### config.mk
export PLATFORM = sky130hd
export DESIGN_NAME = softmax_sched_flat
export DESIGN_NICKNAME = d
export VERILOG_FILES = /design/src/rtl/softmax_sched_if.sv /design/src/rtl/softmax_sched.sv /design/src/flat_wrapper.sv
export SDC_FILE = /design/constraint.sdc
export NUM_CORES = 1
export LEC_CHECK = 0
export CAP_MARGIN = 20
export CORE_AREA = 3 3 122 124
export CTS_CLUSTER_DIAMETER = 80
export CTS_CLUSTER_SIZE = 28
export DETAILED_ROUTE_END_ITERATION = 16
export DIE_AREA = 0 0 125 127
export GPL_TIMING_DRIVEN = 0
export PLACE_DENSITY = 0.89
export SLEW_MARGIN = 20
export SYNTH_ARGS = -nofsm -noshare
export SYNTH_HDL_FRONTEND = slang
export SYNTH_SLANG_ARGS = --single-unit
### constraint.sdc
create_clock -name clk -period 4.2 [get_ports clk]
set_input_delay 0.84 -clock clk [delete_from_list [all_inputs] [get_ports clk]]
set_output_delay 0.84 -clock clk [all_outputs]
set_load 0.03 [all_outputs]
### src/rtl/softmax_sched_if.sv
// Control, score-buffer read, softmax and probability-buffer write signals of softmax_sched.
// master = the scheduler, slave = the surrounding controller, buffers and softmax unit.
interface softmax_sched_if #(
  parameter int ADDR_W = 12,
  parameter int HEAD_W = 4
) ();
  logic              start;
  logic [HEAD_W-1:0] num_heads;
  logic [ADDR_W-1:0] src_base;
  logic [ADDR_W-1:0] dst_base;
  logic              busy;
  logic              done;
  logic              err;
  logic              rd_en;
  logic [ADDR_W-1:0] rd_addr;
  logic [63:0]       rd_data;
  logic [63:0]       sm_bar;
  logic              sm_valid;
  logic [63:0]       sm_out;
  logic              sm_out_valid;
  logic              wr_en;
  logic [ADDR_W-1:0] wr_addr;
  logic [63:0]       wr_data;

  modport master (
    input  start, num_heads, src_base, dst_base, rd_data, sm_out, sm_out_valid,
    output busy, done, err, rd_en, rd_addr, sm_bar, sm_valid, wr_en, wr_addr, wr_data
  );

  modport slave (
    output start, num_heads, src_base, dst_base, rd_data, sm_out, sm_out_valid,
    input  busy, done, err, rd_en, rd_addr, sm_bar, sm_valid, wr_en, wr_addr, wr_data
  );
endinterface

### src/rtl/softmax_sched.sv
// Per head: one gap-free burst of N score bars into softmax, probabilities written back at zero latency.
// No backpressure on either side; an idle DRAIN longer than 2*N cycles is forced to finish with err set.
module softmax_sched #(
  parameter int ROWS   = 32,
  parameter int BEATS  = 4,
  parameter int ADDR_W = 12,
  parameter int HEAD_W = 4
) (
  input  logic            clk,
  input  logic            rst_n,
  softmax_sched_if.master bus
);
  localparam int N     = ROWS * BEATS;
  localparam int CNT_W = $clog2(N) + 1;
  localparam int TO_W  = $clog2(2 * N) + 1;
  localparam logic [CNT_W-1:0]  N_C     = CNT_W'(N);
  localparam logic [CNT_W-1:0]  LAST_C  = CNT_W'(N - 1);
  localparam logic [CNT_W-1:0]  ONE_C   = CNT_W'(1);
  localparam logic [TO_W-1:0]   TO_LAST = TO_W'(2 * N - 1);
  localparam logic [TO_W-1:0]   ONE_T   = TO_W'(1);
  localparam logic [HEAD_W:0]   ONE_HX  = (HEAD_W + 1)'(1);
  localparam logic [HEAD_W-1:0] ONE_H   = HEAD_W'(1);
  localparam logic [ADDR_W-1:0] STRIDE  = ADDR_W'(N);

  typedef enum logic [2:0] {IDLE, FEED, DRAIN, GAP, FIN} state_t;
  state_t state_q, state_d;

  logic [HEAD_W-1:0] nh_q, head_q;
  logic [ADDR_W-1:0] src_q, dst_q, head_off;
  logic [CNT_W-1:0]  rd_cnt, wr_cnt;
  logic [TO_W-1:0]   drain_cnt;
  logic              sm_valid_q, err_q;
  logic              start_acc, timeout, rd_en, wr_act, wr_en, last_wr, more_heads, err_evt;

  assign head_off   = ADDR_W'(head_q) * STRIDE;
  assign rd_en      = (state_q == FEED);
  assign wr_act     = (state_q != IDLE) && (state_q != FIN);
  assign wr_en      = bus.sm_out_valid && wr_act && (wr_cnt != N_C);
  // The Nth write landing this cycle already completes the head.
  assign last_wr    = (wr_cnt == N_C) || (wr_en && (wr_cnt == LAST_C));
  assign more_heads = ({1'b0, head_q} + ONE_HX) < {1'b0, nh_q};
  assign err_evt    = (bus.sm_out_valid && ((state_q == IDLE) || (wr_cnt == N_C))) || timeout;

  always_ff @(posedge clk or negedge rst_n) begin
    if (!rst_n) state_q <= IDLE;
    else        state_q <= state_d;
  end

  always_comb begin
    state_d   = state_q;
    start_acc = 1'b0;
    timeout   = 1'b0;
    case (state_q)
      IDLE: begin
        if (bus.start) begin
          start_acc = 1'b1;
          state_d   = (bus.num_heads == '0) ? FIN : FEED;
        end
      end
      FEED: begin
        if (rd_cnt == LAST_C) state_d = DRAIN;
      end
      DRAIN: begin
        if (last_wr) begin
          state_d = more_heads ? GAP : FIN;
        end else if (drain_cnt == TO_LAST) begin
          timeout = 1'b1;
          state_d = FIN;
        end
      end
      GAP:     state_d = FEED;
      FIN:     state_d = IDLE;
      default: state_d = IDLE;
    endcase
  end

  always_ff @(posedge clk or negedge rst_n) begin
    if (!rst_n) begin
      nh_q       <= '0;
      head_q     <= '0;
      src_q      <= '0;
      dst_q      <= '0;
      rd_cnt     <= '0;
      wr_cnt     <= '0;
      drain_cnt  <= '0;
      sm_valid_q <= 1'b0;
      err_q      <= 1'b0;
    end else begin
      sm_valid_q <= rd_en;
      if (start_acc) begin
        nh_q      <= bus.num_heads;
        src_q     <= bus.src_base;
        dst_q     <= bus.dst_base;
        head_q    <= '0;
        rd_cnt    <= '0;
        wr_cnt    <= '0;
        drain_cnt <= '0;
        err_q     <= 1'b0;
      end else begin
        if (err_evt)          err_q     <= 1'b1;
        if (rd_en)            rd_cnt    <= rd_cnt + ONE_C;
        if (wr_en)            wr_cnt    <= wr_cnt + ONE_C;
        if (state_q == DRAIN) drain_cnt <= drain_cnt + ONE_T;
        if (state_q == GAP) begin
          head_q    <= head_q + ONE_H;
          rd_cnt    <= '0;
          wr_cnt    <= '0;
          drain_cnt <= '0;
        end
      end
    end
  end

  assign bus.busy     = (state_q == FEED) || (state_q == DRAIN) || (state_q == GAP);
  assign bus.done     = (state_q == FIN);
  assign bus.err      = err_q;
  assign bus.rd_en    = rd_en;
  assign bus.rd_addr  = rd_en ? (src_q + head_off + ADDR_W'(rd_cnt)) : '0;
  assign bus.sm_valid = sm_valid_q;
  assign bus.sm_bar   = sm_valid_q ? bus.rd_data : '0;
  assign bus.wr_en    = wr_en;
  assign bus.wr_addr  = wr_en ? (dst_q + head_off + ADDR_W'(wr_cnt)) : '0;
  assign bus.wr_data  = wr_en ? bus.sm_out : '0;
endmodule

### src/flat_wrapper.sv
// flat-port wrapper written by rule: the top's interface ports become plain ports
module softmax_sched_flat 
#(
  parameter int ROWS   = 32,
  parameter int BEATS  = 4,
  parameter int ADDR_W = 12,
  parameter int HEAD_W = 4
)
  (clk, rst_n, bus_start, bus_num_heads, bus_src_base, bus_dst_base, bus_rd_data, bus_sm_out, bus_sm_out_valid, bus_busy, bus_done, bus_err, bus_rd_en, bus_rd_addr, bus_sm_bar, bus_sm_valid, bus_wr_en, bus_wr_addr, bus_wr_data);
  softmax_sched_if #(.ADDR_W(ADDR_W), .HEAD_W(HEAD_W)) bus_i ();
  input  logic clk;
  input  logic rst_n;
  input wire logic [$bits(bus_i.start)-1:0] bus_start;
  input wire logic [$bits(bus_i.num_heads)-1:0] bus_num_heads;
  input wire logic [$bits(bus_i.src_base)-1:0] bus_src_base;
  input wire logic [$bits(bus_i.dst_base)-1:0] bus_dst_base;
  input wire logic [$bits(bus_i.rd_data)-1:0] bus_rd_data;
  input wire logic [$bits(bus_i.sm_out)-1:0] bus_sm_out;
  input wire logic [$bits(bus_i.sm_out_valid)-1:0] bus_sm_out_valid;
  output wire logic [$bits(bus_i.busy)-1:0] bus_busy;
  output wire logic [$bits(bus_i.done)-1:0] bus_done;
  output wire logic [$bits(bus_i.err)-1:0] bus_err;
  output wire logic [$bits(bus_i.rd_en)-1:0] bus_rd_en;
  output wire logic [$bits(bus_i.rd_addr)-1:0] bus_rd_addr;
  output wire logic [$bits(bus_i.sm_bar)-1:0] bus_sm_bar;
  output wire logic [$bits(bus_i.sm_valid)-1:0] bus_sm_valid;
  output wire logic [$bits(bus_i.wr_en)-1:0] bus_wr_en;
  output wire logic [$bits(bus_i.wr_addr)-1:0] bus_wr_addr;
  output wire logic [$bits(bus_i.wr_data)-1:0] bus_wr_data;
  assign bus_i.start = bus_start;
  assign bus_i.num_heads = bus_num_heads;
  assign bus_i.src_base = bus_src_base;
  assign bus_i.dst_base = bus_dst_base;
  assign bus_i.rd_data = bus_rd_data;
  assign bus_i.sm_out = bus_sm_out;
  assign bus_i.sm_out_valid = bus_sm_out_valid;
  assign bus_busy = bus_i.busy;
  assign bus_done = bus_i.done;
  assign bus_err = bus_i.err;
  assign bus_rd_en = bus_i.rd_en;
  assign bus_rd_addr = bus_i.rd_addr;
  assign bus_sm_bar = bus_i.sm_bar;
  assign bus_sm_valid = bus_i.sm_valid;
  assign bus_wr_en = bus_i.wr_en;
  assign bus_wr_addr = bus_i.wr_addr;
  assign bus_wr_data = bus_i.wr_data;
  softmax_sched #(.ROWS(ROWS), .BEATS(BEATS), .ADDR_W(ADDR_W), .HEAD_W(HEAD_W)) u_core (.clk(clk), .rst_n(rst_n), .bus(bus_i));
endmodule
Yosys cells after proc, flatten, opt, wreduce, memory -nomap -nowiden
Index checks and enable logic that the tools add are counted.

Flip-flop bits (word level): 62. Output and inout bits: 158. Word-level logic and storage cells: 81.

Add/subtract/negate cells: 9. $lt $le $gt $ge: 1. Equal/unequal tests: 13. Multiplexer cells: 29. Reductions and logical operators: 19.

Operators by type and width (count): $mux W64 (2); $mux W8 (6); $mux W9 (3); $add A12 B11 Y12 (2); $add A12 B8 Y12 (2); $mux W12 (2); $mux W3 (6); $add A8 B1 Y8 const B (2); $eq A8 B7 Y1 const B (2); $pmux W3 S4 (1); $reduce_bool A3 Y1 (4); $add A9 B1 Y9 const B (1); $eq A9 B8 Y1 const B (1); $eq A8 B8 Y1 const B (1); $mux W4 (2); $ne A8 B8 Y1 const B (1); $mux W1 (7); $eq A3 B2 Y1 const B (2); $add A4 B1 Y5 const B (1); $logic_and A1 B1 Y1 (5); $logic_or A1 B1 Y1 (5); $lt A5 B4 Y1 (1); $add A4 B1 Y4 const B (1); $logic_not A4 Y1 (1); other kinds (8) (10).

Depth between registers and ports, before layout
Gate-level depths: netlist of run 1.

Depth in word-level cells: 11. Depth in mapped cells: 9. Depth with buffers taken out: 9.

Worst setup path before layout of run 1
OpenSTA, ideal clock, no wires.

Path type: reg-to-output. From: register u_core.head_q[0]. To: output bus_wr_addr[11]. Arrival: 2643 ps. Path slack: 717 ps. Cell stages (with the launch flop): 10. Path buffers: 0. Cell sequence: dfrtp_1 > inv_1 > fa_1 > inv_1 > ha_1 > a21o_1 > or3_1 > o2111ai_1 > nand2_1 > o21ai_0.

Cells in the longest elaborated chain, start to end: 3.

Ends and longest elaborated chain: from (decl) (line softmax_sched.sv:28) `logic [HEAD_W-1:0] nh_q, head_q;`; from (signal assigned) (line softmax_sched.sv:105) `head_q <= head_q + ONE_H;`; $add A12 B11 Y12 (line softmax_sched.sv:122) `assign bus.wr_addr = wr_en ? (dst_q + head_off + ADDR_W'(wr_cnt)) : '0;`; $add A12 B8 Y12 (line softmax_sched.sv:122); $mux W12 (line softmax_sched.sv:122); to (decl) (line flat_wrapper.sv:28) `output wire logic [$bits(bus_i.wr_addr)-1:0] bus_wr_addr;`.

Every way passes these cells.

Final worst setup path of run 1
From: register u_core.head_q[0]. To: output bus_wr_addr[9].

The elaborated chain is that of the path after synthesis.

==> impl_metrics.sql, run 1 <==
INSERT INTO impl_metrics (metric_group, metric, value, unit) VALUES
('status', 'run_status', 'complete, no violations', ''),
('die', 'die_area', '15900', 'um^2'),
('worst_setup_path', 'worstSetupPathType', 'flop to output pin', ''),
('sta', 'rsz0062_at_grt', 'no', ''),
('yosys', 'asyncSetResetFlopFracSynth', '100', '%'),
('power_and_ir_drop', 'power.ir.vdd_worst', '184', 'uV'),
('power_and_ir_drop', 'p_leak', '3.81', 'nW'),
('clock_tree', 'tritoncts_num_sinks', '62', ''),
('global_routing', 'grt_antenna_before_repair', '0', ''),
('yosys', 'syn_nets', '794', ''),
('place', 'placement.io_buffers', '317', ''),
('drt', 'number_of_vias_per_cell_after_detailed_routing', '5.03', ''),
('worst_setup_path', 'worstPathMaxFanout', '4', ''),
('worst_setup_path', 'timing.critical_path.from_type', 'flop', ''),
('die', 'placeableCoreArea', '13900', 'um^2'),
('clock_tree', 'clk_transition_reported_paths', '0.05', 'ns'),
('yosys', 'yosysMostFrequentCell', 'sky130_fd_sc_hd__and2_1', ''),
('worst_setup_path', 'r2r_slack', '1.94', 'ns'),
('clock_tree', 'clk_latency', '0.32', 'ns'),
('yosys', 'synth_enable_flop_cells', '0', ''),
('worst_setup_path', 'r2r.worst_path.cells', '7', ''),
('sta', 'timing.final.hold_violations', '0', ''),
('die', 'design.portCount', '318', ''),
('yosys', 'ys.flop_type', 'sky130_fd_sc_hd__dfrtp_1', ''),
('power_and_ir_drop', 'power.total', '0.00252', 'W'),
('worst_setup_path', 'rr_startpoint', 'u_core.head_q[1]', ''),
('sta', 'max_clock_freq', '245', 'MHz'),
('yosys', 'synth.cell_area', '5030', 'um^2'),
('finish', 'post_layout_instance_count_excluding_filler_cells', '1094', ''),
('drt', 'postRouteWirelength', '20.5', 'mm'),
('sta', 'timing_max_transition_violations_final', '0', ''),
('worst_setup_path', 'worst_ep_required_time', '3.36', 'ns'),
('sta', 'final.period_utilization', '97.1', '%'),
('drt', 'drt_first_iter_violations', '342', ''),
('yosys', 'synth.yosys.seq_area_share', '30.8', '%'),
('clock_tree', 'cts_htree_levels', '3', ''),
('place', 'place.gp.congestion', '0.900', ''),
('clock_tree', 'tritoncts', 'yes', ''),
('worst_setup_path', 'worst_r2r_endpoint', 'u_core.state_q[2]', ''),
('yosys', 'synthDominantAreaCellType', 'sky130_fd_sc_hd__dfrtp_1', ''),
('hold_path', 'holdCritPathClass', 'input pin to async pin', ''),
('yosys', 'postSynthCellCount', '581', ''),
('global_routing', 'first_global_vias', '5697', ''),
('finish', 'num-nets-final', '1123', ''),
('clock_tree', 'ctsLongestPathBuffers', '2', ''),
('power_and_ir_drop', 'pwr_density', '288', 'nW/um^2'),
('die', 'die_width', '125', 'um'),
('clock_tree', 'hold_buffers', '0', ''),
('yosys', 'avgSynthCellArea', '8.66', 'um^2'),
('yosys', 'yosys_register_bits', '62', ''),
('clock_tree', 'clk_root_buffer_cell', 'sky130_fd_sc_hd__clkbuf_16', ''),
('worst_setup_path', 'cp-end-kind', 'output pin', ''),
('yosys', 'synth_cell_types', '51', ''),
('die', 'die_h', '127', 'um'),
('drt', 'antenna_violation_net_count_after_detailed_routing', '0', ''),
('drt', 'drcViolationCount', '0', ''),
('place', 'detail_placement_hpwl', '17.0', 'mm'),
('global_routing', 'grt_start_max_net_pins', '53', ''),
('global_routing', 'grtUsageTotal', '25.0', '%'),
('yosys', 'synth.top_cell.area_share', '30.8', '%'),
('drt', 'routed_wire_length_per_instance', '18.7', 'um'),
('yosys', 'number_of_synthesis_warnings', '0', ''),
('finish', 'antennaDiodeCount', '0', ''),
('finish', 'synthToLayoutAreaGrowth', '74.3', '%'),
('drt', 'total_number_of_vias', '5501', ''),
('drt', 'dr.pass1.iters', '5', ''),
('finish', 'post_route_cells_drive_above_1_share', '6.35', '%'),
('die', 'cell_row_count', '43', ''),
('die', 'start_util', '36.3', '%'),
('worst_setup_path', 'arrival', '3.24', 'ns'),
('sta', 'max_slew.worst_pin.slew', '0.614', 'ns');
==> stage by stage <==
| stage | utilization (%) | hold WS, ns | setup slack [ns] | cell area (um^2) |
|---|---|---|---|---|
| final | 63.2 | 0.350 | 0.121 | 8770 |
| after global routing | 63.2 | 0.364 | 0.00187 | 8770 |
| after CTS | 63.2 | 0.353 | 0.0731 | 8770 |
| after detailed placement | 60.9 | 0.453 | 0.0959 | 8460 |
| after global placement | 60.7 | 0.450 | 0.0894 | 8430 |
| after floorplan | - | 0.431 | 0.717 | 5030 |
==> worst max-delay path, stage by stage (launching register included) <==
cell and delay (ns):
sky130_fd_sc_hd__dfrtp_1 0.42, sky130_fd_sc_hd__inv_1 0.16, sky130_fd_sc_hd__fa_1 0.41, sky130_fd_sc_hd__inv_1 0.06, sky130_fd_sc_hd__ha_1 0.27, sky130_fd_sc_hd__a21o_1 0.22
sky130_fd_sc_hd__or3_1 0.33, sky130_fd_sc_hd__o21ai_0 0.20, sky130_fd_sc_hd__xor2_1 0.09, sky130_fd_sc_hd__nor2_1 0.09, sky130_fd_sc_hd__clkdlybuf4s50_1 0.67
==> report_power, final <==
group	leakage, nW	internal, W	switching, W	total, W
clock	0.151	0.000503	0.000251	0.000754
combinational	2.87	0.000514	0.000548	0.00106
sequential	0.787	0.000644	0.0000640	0.000708
total	3.81	0.00166	0.000863	0.00252
==> routing by layer <==
| layer | routed length, um | up-vias | global-route usage [%] |
|---|---|---|---|
| met2 | 11700 | 277 | 52.7 |
| met3 | 1290 | 32 | 5.02 |
| met1 | 6770 | 2553 | 23.7 |
| met4 | 664 | 0 | 8.16 |
| met5 | 0 | - | 0 |
| li1 | - | 2639 | - |
==> cells in the final DEF, fill, tap and decap left out, drive strengths merged, types with 6 or more instances in the layout <==
cell type,Yosys,routed
mux2,23,23
xnor2,6,6
o21ai,36,36
nand2,37,37
nand3,8,8
a21oi,18,18
nand4,8,8
o21a,6,6
or3,6,6
inv,29,29
xor2,19,19
nand2b,6,6
buf,6,8
dfrtp,62,62
nor3,14,14
and3,6,6
and2,133,133
nor2,34,34
ha,49,49
clkbuf,20,32
clkdlybuf4s50,0,311
==> sequential cells by signal, indices dropped and copies added (netlist names) <==
name	count
u_core.bus.err	1
u_core.bus.sm_valid	1
u_core.drain_cnt	9
u_core.dst_q	12
u_core.head_q	4
u_core.nh_q	4
u_core.rd_cnt	8
u_core.src_q	12
u_core.state_q	3
u_core.wr_cnt	8
==> worst max path at each step <==
stage	end	cells after the start	slack [ns]	startpoint
after global routing	bus_wr_addr[9]	10	0.002	u_core.head_q[0]
after global placement	bus_wr_addr[11]	8	0.09	bus_sm_out_valid
after floorplan	bus_wr_addr[11]	9	0.72	u_core.head_q[0]
final	bus_wr_addr[9]	10	0.12	u_core.head_q[0]
after CTS	bus_rd_addr[9]	10	0.07	u_core.rd_cnt[1]
after detailed placement	bus_wr_addr[11]	8	0.1	bus_sm_out_valid
==> repair_timing <==
action	in CTS	in global routing
setup endpoints to repair	5	1
pin swaps	0	0
gates resized for setup	6	1
==> final cells by class <==
cell class	instances	area (um^2)
clock buffers	12	267
plain buffers	26	105
repair buffers	318	3200
fillers	1140	5110
flip-flops and latches	62	1550
clock inverters	3	42.5
inverters	29	109
well taps	180	225
multi-input cells	464	3280
==> logic make-up (layout without fill, tap and decap cells) <==
family          Yosys count  count (layout)  share of synthesized area, %
flops                    62              62                          30.8
mux                      26              26                          5.74
xor+xnor                 25              25                          4.35
buf+inv                  55             388                          4.25
simple gates            266             266                          29.3
compound gates           94              94                          11.7
fa+ha+maj                53              53                          13.8
Note: power is estimated with default switching activity, not from simulation.
==> inputs of run 2 (changes only) <==
Settings changed: RECOVER_POWER set to 50.
==> impl_metrics.sql, run 2 (synthesis gave the netlist of run 1 again) <==
INSERT INTO impl_metrics (metric_group, metric, value, unit) VALUES
('finish', 'layout.cells.most_common', 'sky130_fd_sc_hd__clkdlybuf4s50_1', ''),
('die', 'placeableCoreArea', '13900', 'um^2'),
('worst_setup_path', 'critical-path-top-cell-by-count', 'sky130_fd_sc_hd__inv_1', ''),
('sta', 'finalSetupViolCount', '0', ''),
('finish', 'largest_registers', 'u_core.dst_q: 12 flops, u_core.src_q: 12 flops, u_core.drain_cnt: 9 flops', ''),
('clock_tree', 'clk_transition_reported_paths', '0.05', 'ns'),
('worst_setup_path', 'cell_family_contributing_the_most_delay_on_the_critical_path', 'buffers and inverters', ''),
('clock_tree', 'tritoncts_num_sinks', '62', ''),
('worst_setup_path', 'worstSetupPathType', 'flop to output pin', ''),
('worst_setup_path', 'r2r_slack', '1.66', 'ns'),
('sta', 'skew', '0.00673', 'ns'),
('clock_tree', 'cts_htree_levels', '3', ''),
('worst_setup_path', 'critical_path_cell_count', '10', ''),
('worst_setup_path', 'arrival', '3.25', 'ns'),
('clock_tree', 'ctsLongestPathBuffers', '2', ''),
('worst_setup_path', 'timing.critical_path.from_type', 'flop', ''),
('worst_setup_path', 'r2r.worst_path.cells', '6', ''),
('clock_tree', 'clk_root_buffer_cell', 'sky130_fd_sc_hd__clkbuf_16', ''),
('place', 'placement.io_buffers', '317', ''),
('sta', 'final.period_utilization', '97.3', '%'),
('clock_tree', 'tritoncts', 'yes', ''),
('worst_setup_path', 'worstSetupEndpoint', 'bus_wr_addr[9]', ''),
('status', 'violations', 'capacitance limit, slew limit', ''),
('power_and_ir_drop', 'pwr_density', '287', 'nW/um^2'),
('worst_setup_path', 'crit_chain', 'inv_1 > fa_1 > inv_1 > ha_1 > a21o_1 > or3_1 > o21ai_0 > xor2_1 > nor2_1 > clkdlybuf4s50_1', ''),
('finish', 'synthToLayoutAreaGrowth', '73.8', '%'),
('global_routing', 'first_global_vias', '5697', ''),
('drt', 'dr.pass1.iters', '5', ''),
('finish', 'post_route_cells_drive_above_1_share', '5.47', '%'),
('sta', 'timing.final.hold_violations', '0', ''),
('die', 'cell_row_count', '43', ''),
('finish', 'final_cell_mix', 'sky130_fd_sc_hd__clkdlybuf4s50_1, sky130_fd_sc_hd__and2_1, sky130_fd_sc_hd__dfrtp_1', ''),
('sta', 'worst_slew_margin_rel', '-58.9', '%'),
('finish', 'num-nets-final', '1123', ''),
('die', 'die_area', '15900', 'um^2'),
('power_and_ir_drop', 'pwr-share-comb', '42.0', '%'),
('drt', 'number_of_vias_per_cell_after_detailed_routing', '5.02', ''),
('sta', 'fin_tns_setup', '0', 'ns'),
('clock_tree', 'clk_latency', '0.32', 'ns'),
('worst_setup_path', 'worst_ep_required_time', '3.36', 'ns'),
('worst_setup_path', 'worst_r2r_endpoint', 'u_core.rd_cnt[2]', ''),
('clock_tree', 'clock_buffers_created_by_tritoncts', '9', ''),
('sta', 'max_clock_freq', '245', 'MHz'),
('run', 'max_cap_violations', '1', ''),
('power_and_ir_drop', 'p_leak', '3.77', 'nW'),
('power_and_ir_drop', 'switching_share', '34.1', '%'),
('worst_setup_path', 'cp-end-kind', 'output pin', ''),
('die', 'die_h', '127', 'um'),
('drt', 'antenna_violation_net_count_after_detailed_routing', '0', ''),
('power_and_ir_drop', 'internal_power', '0.00166', 'W'),
('worst_setup_path', 'crit_start', 'u_core.head_q[0]', ''),
('drt', 'postRouteWirelength', '20.4', 'mm'),
('drt', 'drt_first_iter_violations', '320', ''),
('die', 'die_width', '125', 'um'),
('place', 'detail_placement_hpwl', '17.0', 'mm'),
('sta', 'timing.final.crit_period', '4.09', 'ns'),
('die', 'design.portCount', '318', ''),
('worst_setup_path', 'cp_slowest_cell', 'sky130_fd_sc_hd__clkdlybuf4s50_1', ''),
('worst_setup_path', 'slowest_delay', '0.67', 'ns'),
('clock_tree', 'hold_buffers', '0', ''),
('power_and_ir_drop', 'power.sequential.fraction', '28.2', '%'),
('worst_setup_path', 'worstPathMaxFanout', '4', ''),
('global_routing', 'grt_antenna_before_repair', '0', ''),
('global_routing', 'grt_remaining_overflow', '0', ''),
('drt', 'total_number_of_vias', '5500', ''),
('power_and_ir_drop', 'power.total', '0.00251', 'W'),
('status', 'run_status', 'complete, but fails checks', ''),
('sta', 'timing_max_transition_violations_final', '53', ''),
('power_and_ir_drop', 'switchingPower', '0.000858', 'W'),
('power_and_ir_drop', 'clock_power_share', '29.8', '%'),
('sta', 'rsz0062_at_grt', 'no', ''),
('global_routing', 'grt_start_max_net_pins', '53', ''),
('die', 'start_util', '36.3', '%'),
('global_routing', 'grt_first_pass_wirelength', '31.1', 'mm'),
('global_routing', 'grtUsageTotal', '25.0', '%'),
('hold_path', 'holdCritPathClass', 'input pin to async pin', ''),
('place', 'place.gp.congestion', '0.900', ''),
('worst_setup_path', 'rr_startpoint', 'u_core.state_q[2]', ''),
('sta', 'max_slew.worst_pin.slew', '2.38', 'ns'),
('drt', 'routed_wire_length_per_instance', '18.7', 'um'),
('power_and_ir_drop', 'power.ir.vdd_worst', '181', 'uV'),
('drt', 'drcViolationCount', '0', ''),
('worst_setup_path', 'timing.critical_path.buf_inv', '3', '');
## run 2: cell count changes in the layout (fill, tap and decap cells not counted), moves of 5 or more
cell / previous run / this run
sky130_fd_sc_hd__clkbuf_1: 20 / 26
sky130_fd_sc_hd__o21ai_0: 28 / 35
sky130_fd_sc_hd__clkdlybuf4s50_1: 311 / 294
sky130_fd_sc_hd__dlygate4sd3_1: 0 / 17
sky130_fd_sc_hd__o21ai_1: 7 / 0
sky130_fd_sc_hd__buf_2: 6 / 1
## run 2: worst min-delay path by stage
stage / end / cells past startpoint / from / slack (ns)
finish: u_core.bus.sm_valid / 1 / rst_n / 0.48
global route: u_core.dst_q[1] / 1 / u_core.dst_q[1] / 0.53
CTS: u_core.bus.sm_valid / 1 / rst_n / 0.35
detailed placement: u_core.drain_cnt[7] / 1 / u_core.drain_cnt[7] / 0.45
global placement: u_core.drain_cnt[7] / 1 / u_core.drain_cnt[7] / 0.45
floorplan: u_core.drain_cnt[7] / 1 / u_core.drain_cnt[7] / 0.43
## run 2: final cells by class
type                       instances  area (um^2)
timing repair buffer             318         3170
clock buffer                      12          267
fill                            1146         5130
inverter                          29          109
multi-input combinational        464         3280
clock inverter                     3         42.5
antenna                            1         2.50
buffer                            26         98.8
tap                              180          225
sequential                        62         1550
## run 2: stage by stage
step | hold WS [ns] | util (%) | setup WS (ns) | std cells | instance area (um^2)
floorplan | 0.431 | - | 0.717 | 581 | 5030
global placement | 0.450 | 60.7 | 0.0894 | 1078 | 8430
detailed placement | 0.453 | 60.9 | 0.0959 | 1079 | 8460
CTS | 0.353 | 63.2 | 0.0731 | 1094 | 8770
global route | 0.527 | 63.0 | 0.00187 | 1094 | 8750
finish | 0.478 | 63.0 | 0.113 | 1095 | 8750
## run 2: repair_timing
item / in CTS / in global routing
setup endpoints to repair: 5 / 1
resized for setup: 6 / 1
buffers inserted: 0 / 0
gates cloned: 0 / 0
## run 2: routing by layer
layer	global-route usage, %	part of all wire (%)	vias to the layer above
met5	0	0	-
met4	8.16	3.1	0
met3	5.02	6.3	34
met2	52.7	58	276
met1	23.7	33	2543
li1	-	-	2647
## run 2: power by group through the flow
| stage | clock network [W] | registers, W | logic [W] |
|---|---|---|---|
| 2_1_floorplan | 0 | 0.000698 | 0.000595 |
| 3_3_place_gp | 0 | 0.000714 | 0.00105 |
| 3_5_place_dp | 0 | 0.000716 | 0.00107 |
| 4_1_cts | 0.000757 | 0.000707 | 0.00107 |
| 5_1_grt | 0.000781 | 0.000714 | 0.00114 |
| 6_report | 0.000750 | 0.000708 | 0.00106 |
==> inputs of run 3 (changes only) <==
Settings changed: GPL_TIMING_DRIVEN 0 to unset.
==> impl_metrics.sql, run 3 (synthesis gave the netlist of run 1 again) <==
INSERT INTO impl_metrics (metric_group, metric, value, unit) VALUES
('worst_setup_path', 'worst_ep_required_time', '3.36', 'ns'),
('global_routing', 'grt_first_pass_wirelength', '30.1', 'mm'),
('clock_tree', 'cts.repair_timing.setup_buffer_count', '0', ''),
('sta', 'worst_slew_margin_rel', '-50.6', '%'),
('place', 'placement.io_buffers', '317', ''),
('status', 'run_status', 'complete, but fails checks', ''),
('global_routing', 'grtUsageTotal', '24.3', '%'),
('power_and_ir_drop', 'switchingPower', '0.000879', 'W'),
('clock_tree', 'clk_transition_reported_paths', '0.05', 'ns'),
('power_and_ir_drop', 'power.sequential.fraction', '27.2', '%'),
('power_and_ir_drop', 'power.ir.vdd_worst', '219', 'uV'),
('finish', 'synthToLayoutAreaGrowth', '78.3', '%'),
('worst_setup_path', 'r2r_slack', '0.91', 'ns'),
('place', 'detail_placement_hpwl', '16.7', 'mm'),
('power_and_ir_drop', 'switching_share', '33.7', '%'),
('power_and_ir_drop', 'pwr-share-comb', '42.6', '%'),
('finish', 'num-nets-final', '1103', ''),
('power_and_ir_drop', 'pwr_density', '291', 'nW/um^2'),
('sta', 'rsz0062_at_grt', 'no', ''),
('clock_tree', 'ctsLongestPathBuffers', '2', ''),
('hold_path', 'min_path_cells', '1', ''),
('place', 'worst_setup_slack_before_clock_tree_synthesis', '0.257', 'ns'),
('worst_setup_path', 'cp-end-kind', 'output pin', ''),
('finish', 'layout.cells.most_common', 'sky130_fd_sc_hd__clkdlybuf4s50_1', ''),
('sta', 'timing_max_transition_violations_final', '84', ''),
('sta', 'timing.final.crit_period', '4.07', 'ns'),
('place', 'place.gp.congestion', '0.853', ''),
('drt', 'drt_first_iter_violations', '174', ''),
('drt', 'dr.pass1.iters', '6', ''),
('clock_tree', 'clk_root_buffer_cell', 'sky130_fd_sc_hd__clkbuf_16', ''),
('die', 'die_h', '127', 'um'),
('hold_path', 'holdCritPathClass', 'flop to flop', ''),
('die', 'placeableCoreArea', '13900', 'um^2'),
('worst_setup_path', 'r2r.worst_path.cells', '6', ''),
('sta', 'finalSetupViolCount', '0', ''),
('drt', 'antenna_violation_net_count_after_detailed_routing', '0', ''),
('sta', 'max_slew.worst_pin.slew', '2.26', 'ns'),
('sta', 'fin_tns_setup', '0', 'ns'),
('finish', 'final_cell_mix', 'sky130_fd_sc_hd__clkdlybuf4s50_1, sky130_fd_sc_hd__and2_1, sky130_fd_sc_hd__dfrtp_1', ''),
('finish', 'post_route_cells_drive_above_1_share', '9.61', '%'),
('worst_setup_path', 'timing.critical_path.from_type', 'flop', ''),
('die', 'die_area', '15900', 'um^2'),
('clock_tree', 'clock_buffers_created_by_tritoncts', '9', ''),
('die', 'cell_row_count', '43', ''),
('die', 'start_util', '36.3', '%'),
('die', 'design.portCount', '318', ''),
('power_and_ir_drop', 'internal_power', '0.00173', 'W'),
('sta', 'final.period_utilization', '96.9', '%'),
('worst_setup_path', 'worstSetupPathType', 'flop to output pin', ''),
('drt', 'routed_wire_length_per_instance', '18.6', 'um'),
('global_routing', 'first_global_vias', '5541', ''),
('worst_setup_path', 'worst_r2r_endpoint', 'u_core.drain_cnt[4]', ''),
('power_and_ir_drop', 'p_leak', '3.95', 'nW'),
('global_routing', 'grt_antenna_before_repair', '1', ''),
('die', 'die_width', '125', 'um'),
('global_routing', 'grt_start_max_net_pins', '73', ''),
('drt', 'total_number_of_vias', '5378', ''),
('sta', 'timing.final.hold_violations', '0', ''),
('finish', 'final_util', '64.7', '%'),
('place', 'numPlacedInstances', '1059', ''),
('finish', 'post_layout_instance_count_excluding_filler_cells', '1076', ''),
('drt', 'postRouteWirelength', '20.0', 'mm'),
('status', 'violations', 'capacitance limit, slew limit', ''),
('clock_tree', 'hold_buffers', '0', ''),
('global_routing', 'grt_remaining_overflow', '0', ''),
('clock_tree', 'cts_htree_levels', '3', ''),
('finish', 'largest_registers', 'u_core.dst_q: 12 flops, u_core.src_q: 12 flops, u_core.drain_cnt: 9 flops', ''),
('clock_tree', 'tritoncts', 'yes', ''),
('clock_tree', 'clk_latency', '0.33', 'ns'),
('sta', 'max_clock_freq', '246', 'MHz'),
('hold_path', 'timing.hold.worst.start', 'u_core.drain_cnt[7]', ''),
('worst_setup_path', 'worstPathMaxFanout', '7', ''),
('worst_setup_path', 'rr_startpoint', 'u_core.state_q[0]', ''),
('power_and_ir_drop', 'clock_power_share', '30.3', '%'),
('clock_tree', 'tritoncts_num_sinks', '62', ''),
('run', 'max_cap_violations', '2', ''),
('drt', 'number_of_vias_per_cell_after_detailed_routing', '5.00', ''),
('worst_setup_path', 'arrival', '3.23', 'ns'),
('hold_path', 'hold_path_end', 'u_core.drain_cnt[7]', ''),
('sta', 'setup_slack', '0.129', 'ns'),
('drt', 'drcViolationCount', '0', ''),
('sta', 'skew', '0.0102', 'ns');
## run 3: cell count changes in the layout (fill, tap and decap cells not counted), sizes merged
cell / change
bufinv: +1
clkinv: -1
dlymetal6s2s: +3
dlygate4sd2: -2
dlygate4sd3: +2
buf: +38
clkbuf: -21
clkdlybuf4s50: -38
clkdlybuf4s25: -1
## run 3: timing repair
action / CTS / global route
cloned: 0 / 0
resized for setup: 2 / 6
endpoints found under the setup margin: 2 / 5
## run 3: critical path: stages, from the launching register on
cell	delay [ns]
sky130_fd_sc_hd__dfrtp_1	0.45
sky130_fd_sc_hd__ha_1	0.35
sky130_fd_sc_hd__ha_1	0.32
sky130_fd_sc_hd__a211oi_1	0.39
sky130_fd_sc_hd__o21ai_0	0.25
sky130_fd_sc_hd__a31oi_1	0.28
sky130_fd_sc_hd__xor2_1	0.10
sky130_fd_sc_hd__nor2_1	0.09
sky130_fd_sc_hd__clkdlybuf4s50_1	0.68
## run 3: metrics by stage
stage	cell area (um^2)	hold slack [ns]	power (W)
final	8980	0.486	0.00261
after global routing	8970	0.527	0.00274
after CTS	8970	0.467	0.00263
after floorplan	5030	0.431	0.00129
after detailed placement	8660	0.454	0.00184
after global placement	8660	0.452	0.00181
## run 3: worst max path at each step
| stage | startpoint | end | slack, ns | depth (start not counted) |
|---|---|---|---|---|
| after floorplan | u_core.head_q[0] | bus_wr_addr[11] | 0.72 | 9 |
| after global routing | u_core.wr_cnt[2] | bus_wr_addr[8] | 0.04 | 8 |
| final | u_core.wr_cnt[2] | bus_wr_addr[8] | 0.13 | 8 |
| after CTS | u_core.rd_cnt[1] | bus_rd_addr[7] | 0.02 | 10 |
| after global placement | u_core.rd_cnt[1] | bus_rd_addr[11] | 0.33 | 10 |
| after detailed placement | u_core.rd_cnt[1] | bus_rd_addr[11] | 0.26 | 10 |
## run 3: area by class of cell
| type | instances | area [um^2] |
|---|---|---|
| Antenna cell | 1 | 2.50 |
| Clock inverter | 3 | 67.6 |
| Sequential cell | 62 | 1550 |
| Inverter | 29 | 109 |
| Clock buffer | 13 | 250 |
| Fill cell | 1134 | 4900 |
| Timing Repair Buffer | 324 | 3490 |
| Tap cell | 180 | 225 |
| Multi-Input combinational cell | 464 | 3280 |
## run 3: power by group through the flow
stage | logic, W | clock network, W | registers [W]
final | 0.00111 | 0.000790 | 0.000708
after global routing | 0.00119 | 0.000827 | 0.000717
after CTS | 0.00112 | 0.000800 | 0.000708
after detailed placement | 0.00112 | 0 | 0.000718
after global placement | 0.00110 | 0 | 0.000714
after floorplan | 0.000595 | 0 | 0.000698
## run 3: per-layer routing
layer,up-vias,global-route usage [%],wire length [um]
li1,2598,-,-
met1,2512,22.7,6540
met2,241,50.5,11500
met3,27,4.89,1320
met4,0,9.95,731
met5,-,0,0
